==> src/rtl/gcd_calculator.sv <==
// rtl/gcd_calculator.sv - subtractive Euclid GCD engine, one subtraction per clock
// Optional macro GCD_START_ABORT_EN: start during CALC reloads operands and restarts.
module gcd_calculator #(
  parameter int N = 8
) (
  input  logic         clk,
  input  logic         rst,
  input  logic [N-1:0] P,
  input  logic [N-1:0] Q,
  input  logic         start,
  output logic [N-1:0] R,
  output logic         valid,
  output logic [1:0]   State_Y
);

  typedef enum logic [1:0] {
    IDLE = 2'd0,
    CALC = 2'd1,
    DONE = 2'd2
  } state_t;

  state_t       state_q, state_d;
  logic [N-1:0] a_q, a_d;
  logic [N-1:0] b_q, b_d;
  logic [N-1:0] r_q, r_d;
  logic         valid_q, valid_d;

  always_ff @(posedge clk or posedge rst) begin
    if (rst) begin
      state_q <= IDLE;
      a_q     <= '0;
      b_q     <= '0;
      r_q     <= '0;
      valid_q <= 1'b0;
    end else begin
      state_q <= state_d;
      a_q     <= a_d;
      b_q     <= b_d;
      r_q     <= r_d;
      valid_q <= valid_d;
    end
  end

  always_comb begin
    state_d = state_q;
    a_d     = a_q;
    b_d     = b_q;
    r_d     = r_q;
    valid_d = valid_q;
    case (state_q)
      IDLE: begin
        if (start) begin
          a_d     = P;
          b_d     = Q;
          valid_d = 1'b0;
          state_d = CALC;
        end
      end
      CALC: begin
`ifdef GCD_START_ABORT_EN
        if (start) begin
          a_d     = P;
          b_d     = Q;
          valid_d = 1'b0;
        end else
`endif
        // A|B covers the zero-operand and equal-operand terminals in one expression
        if (a_q == '0 || b_q == '0 || a_q == b_q) begin
          r_d     = a_q | b_q;
          valid_d = 1'b1;
          state_d = DONE;
        end else if (a_q > b_q) begin
          a_d = a_q - b_q;
        end else begin
          b_d = b_q - a_q;
        end
      end
      DONE: begin
        if (start) begin
          a_d     = P;
          b_d     = Q;
          valid_d = 1'b0;
          state_d = CALC;
        end
      end
      default: begin
        state_d = IDLE;
        valid_d = 1'b0;
      end
    endcase
  end

  assign R       = r_q;
  assign valid   = valid_q;
  assign State_Y = state_q;

endmodule

==> config.mk <==
export PLATFORM = sky130hd
export DESIGN_NAME = gcd_calculator
export DESIGN_NICKNAME = d
export VERILOG_FILES = /design/src/rtl/gcd_calculator.sv
export SDC_FILE = /design/constraint.sdc
export NUM_CORES = 1
export LEC_CHECK = 0
export CAP_MARGIN = 20
export CORE_MARGIN = 2
export CORE_UTILIZATION = 40
export CTS_CLUSTER_DIAMETER = 100
export DETAILED_ROUTE_END_ITERATION = 8
export GPL_ROUTABILITY_DRIVEN = 0
export HOLD_SLACK_MARGIN = 0.02
export PLACE_DENSITY = 0.65
export SLEW_MARGIN = 20
export SYNTH_ARGS = -nofsm -noshare
export SYNTH_HDL_FRONTEND = slang
export SYNTH_SLANG_ARGS = --single-unit
==> constraint.sdc <==
create_clock -name clk -period 7.4 [get_ports clk]
set_input_delay 0.74 -clock clk [delete_from_list [all_inputs] [get_ports clk]]
set_output_delay 0.74 -clock clk [all_outputs]
set_load 0.1 [all_outputs]
==> run_results.csv <==
group,metric,value,unit
setup_path,cp.arrival,2500,ps
hold_path,hold_class,"flip-flop to flip-flop",
setup_path,r2r_cells,7,
finish,num_antenna_cells,0,
sta,slew_headroom,33.0,%
floorplanning,start_util,41.4,%
run_status,status,"finished clean",
global_routing,grtUsageMet2,24.6,%
placement,io_buffer_count,29,
setup_path,critPathTopFamily,"buffers and inverters",
route,wl_per_cell,13.8,um
setup_path,r2r_setup_slack,4600,ps
global_routing,grt_use_met3,2.00,%
floorplanning,die_w,76.7,um
synth,synth_warnings,0,
synth,netlist_area,2120,um^2
global_routing,grt_pass1_vias,1603,
global_routing,antenna_found_initial,0,
route,ant_nets,0,
global_routing,grt_max_degree,31,
sta,fmax,309,MHz
clock_network,cts_made_buffers,3,
setup_path,crit_buf_inv,1,
route,routed_wl,4290,um
synth,ys_seq_elements,26,
floorplanning,io_pins,30,
clock_network,clkTransAtPathRegs,90,ps
setup_path,crit_path_max_fanout,30,
sta,fin_crit_sh,43.8,%
hold_path,holdCritStartpoint,"R[6]",
finish,layout-drive-gt1-share,11.3,%
run,maxCapViolCount,0,
finish,layout_common_cells,"clkdlybuf4s50_1, dfrtp_1, inv_1, ha_1, nand2_1",
setup_path,crit_path_start_kind,"flip-flop",
route,dr_total_vias,1551,
floorplanning,die_y,76.7,um
global_routing,grtUsageTotal,15.6,%
route,drt_iter0_markers,72,
floorplanning,core,5110,um^2
global_routing,grt_pass1_wl,7440,um
sta,rsz0062_at_grt,"false",
clock_network,postCtsSetupBuffers,0,
setup_path,worstSetupPathType,"flip-flop to output pin",
placement,dp_cells,307,
clock_network,postCtsHoldBufs,0,
synth,yosysSeqAreaShare,30.8,%
global_routing,grtUsageMet1,22.0,%
global_routing,busiest_layer,"met2",
clock_network,cts_tree,"done",
setup_path,regToRegEndpoint,"b_q[5]",
route,via_per_inst,5.00,
synth,syn_area_per_cell,9.62,um^2
floorplanning,dieArea,5890,um^2
finish,final_common_cell,"clkdlybuf4s50_1",
synth,synth_edf_count,0,
synth,synthFlopType,"dfrtp_1",
clock_network,clock_path_buffers,2,
setup_path,cpPeakStageDelay,1280,ps
setup_path,cp.required,6660,ps
hold_path,min_to,"R[6]",
sta,worst_clock_skew,4.32,ps
finish,syn_to_final_growth,16.7,%
synth,async_flop_share,100,%
setup_path,cp_cell_sequence,"clkdlybuf4s50_1",
setup_path,r2r_start,"a_q[5]",
route,route.detailed.drc,0,
clock_network,cts.htree.levels,1,
route,dr.pass1.iters,4,
clock_network,clk_latency,270,ps
clock_network,clock_sinks,26,
sta,tns,0,ps
clock_network,cts_resized,0,
synth,ys_types,39,
setup_path,cp_slowest_cell,"clkdlybuf4s50_1",
floorplanning,rows,26,
sta,slew_violations,0,
finish,nets,286,
synth,synthCells,220,
hold_path,hold_path_depth,2,
placement,dp_hpwl,3350,um
clock_network,root_buffer,"clkbuf_8",
sta,fin_crit,3240,ps
setup_path,critPathCaptureType,"output pin",
setup_path,startpoint,"State_Y[0]",
global_routing,grt_overflow,0,
finish,final_cells,310,
sta,finalHoldViolCount,0,
synth,synth_nets,264,
sta,finalSetupViolations,0,
sta,tightest_slew,998,ps
cell type report:
cell class / count / area [um^2]
fillers: 521 / 2640
clock buffers: 3 / 41.3
multi-input cells: 158 / 1310
flip-flops and latches: 26 / 651
well taps: 70 / 87.6
repair buffers: 29 / 290
inverters: 24 / 90.1
state kept, by name (all words and copies together), names as in the netlist:
register	count
a_q	8
State_Y	2
b_q	8
R	8
tightest hold or removal path, delay by kind of cell, from the launching register on:
kind               cells  cell delay, ps
AOI/OAI and AO/OA      1              60
DFF                    1             350
and+or+nand+nor        1              40
logic make-up after synthesis:
kind of cell	synth area share [%]
AOI/OAI and AO/OA	17.2
xor gates and xnor gates	4.14
adders and majority gates	15.5
buffers and inverters	7.57
DFF	30.8
muxes	9.93
and+or+nand+nor	15.0
worst max path at each step:
stage	end	slack, ps	depth (start not counted)
6_report	State_Y[0]	4160	1
5_1_grt	State_Y[0]	4020	1
4_1_cts	State_Y[0]	4150	1
3_5_place_dp	State_Y[0]	4460	1
3_3_place_gp	State_Y[0]	4480	1
2_1_floorplan	b_q[0]	4920	4
routing by layer:
layer / wire length (um) / part of all wire [%]
met1: 2180 / 51
met2: 1960 / 46
met3: 101 / 2.4
met4: 49 / 1.1
met5: 0 / 0
Yosys cell counts (all sizes together) (3+ instances only):
master / number / area [um^2]
a2111oi: 4 / 47.6
a21oi: 15 / 78.8
buf: 7 / 51.3
clkbuf: 5 / 18.8
dfrtp: 26 / 651
ha: 23 / 288
inv: 24 / 90.1
mux2: 10 / 150
mux2i: 6 / 60.1
nand2: 16 / 60.1
nor2: 16 / 67.6
nor2b: 6 / 37.5
nor3: 3 / 20.0
nor3b: 4 / 30.0
nor4: 4 / 25.0
o21ai: 15 / 75.1
o21bai: 4 / 33.8
or4: 6 / 52.6
xnor2: 10 / 87.6
stage by stage:
stage | hold WS, ps | setup WS [ps] | cell area (um^2) | util, %
5_1_grt | 525 | 4020 | 2470 | 48.4
4_1_cts | 492 | 4150 | 2470 | 48.4
2_1_floorplan | 519 | 4920 | 2120 | -
6_report | 481 | 4160 | 2470 | 48.4
3_3_place_gp | 460 | 4480 | 2430 | 47.6
3_5_place_dp | 471 | 4460 | 2430 | 47.6
Power is left out: the tool's default activity adds up to more than one toggle a clock period on the data nets, which glitch-free logic cannot reach.
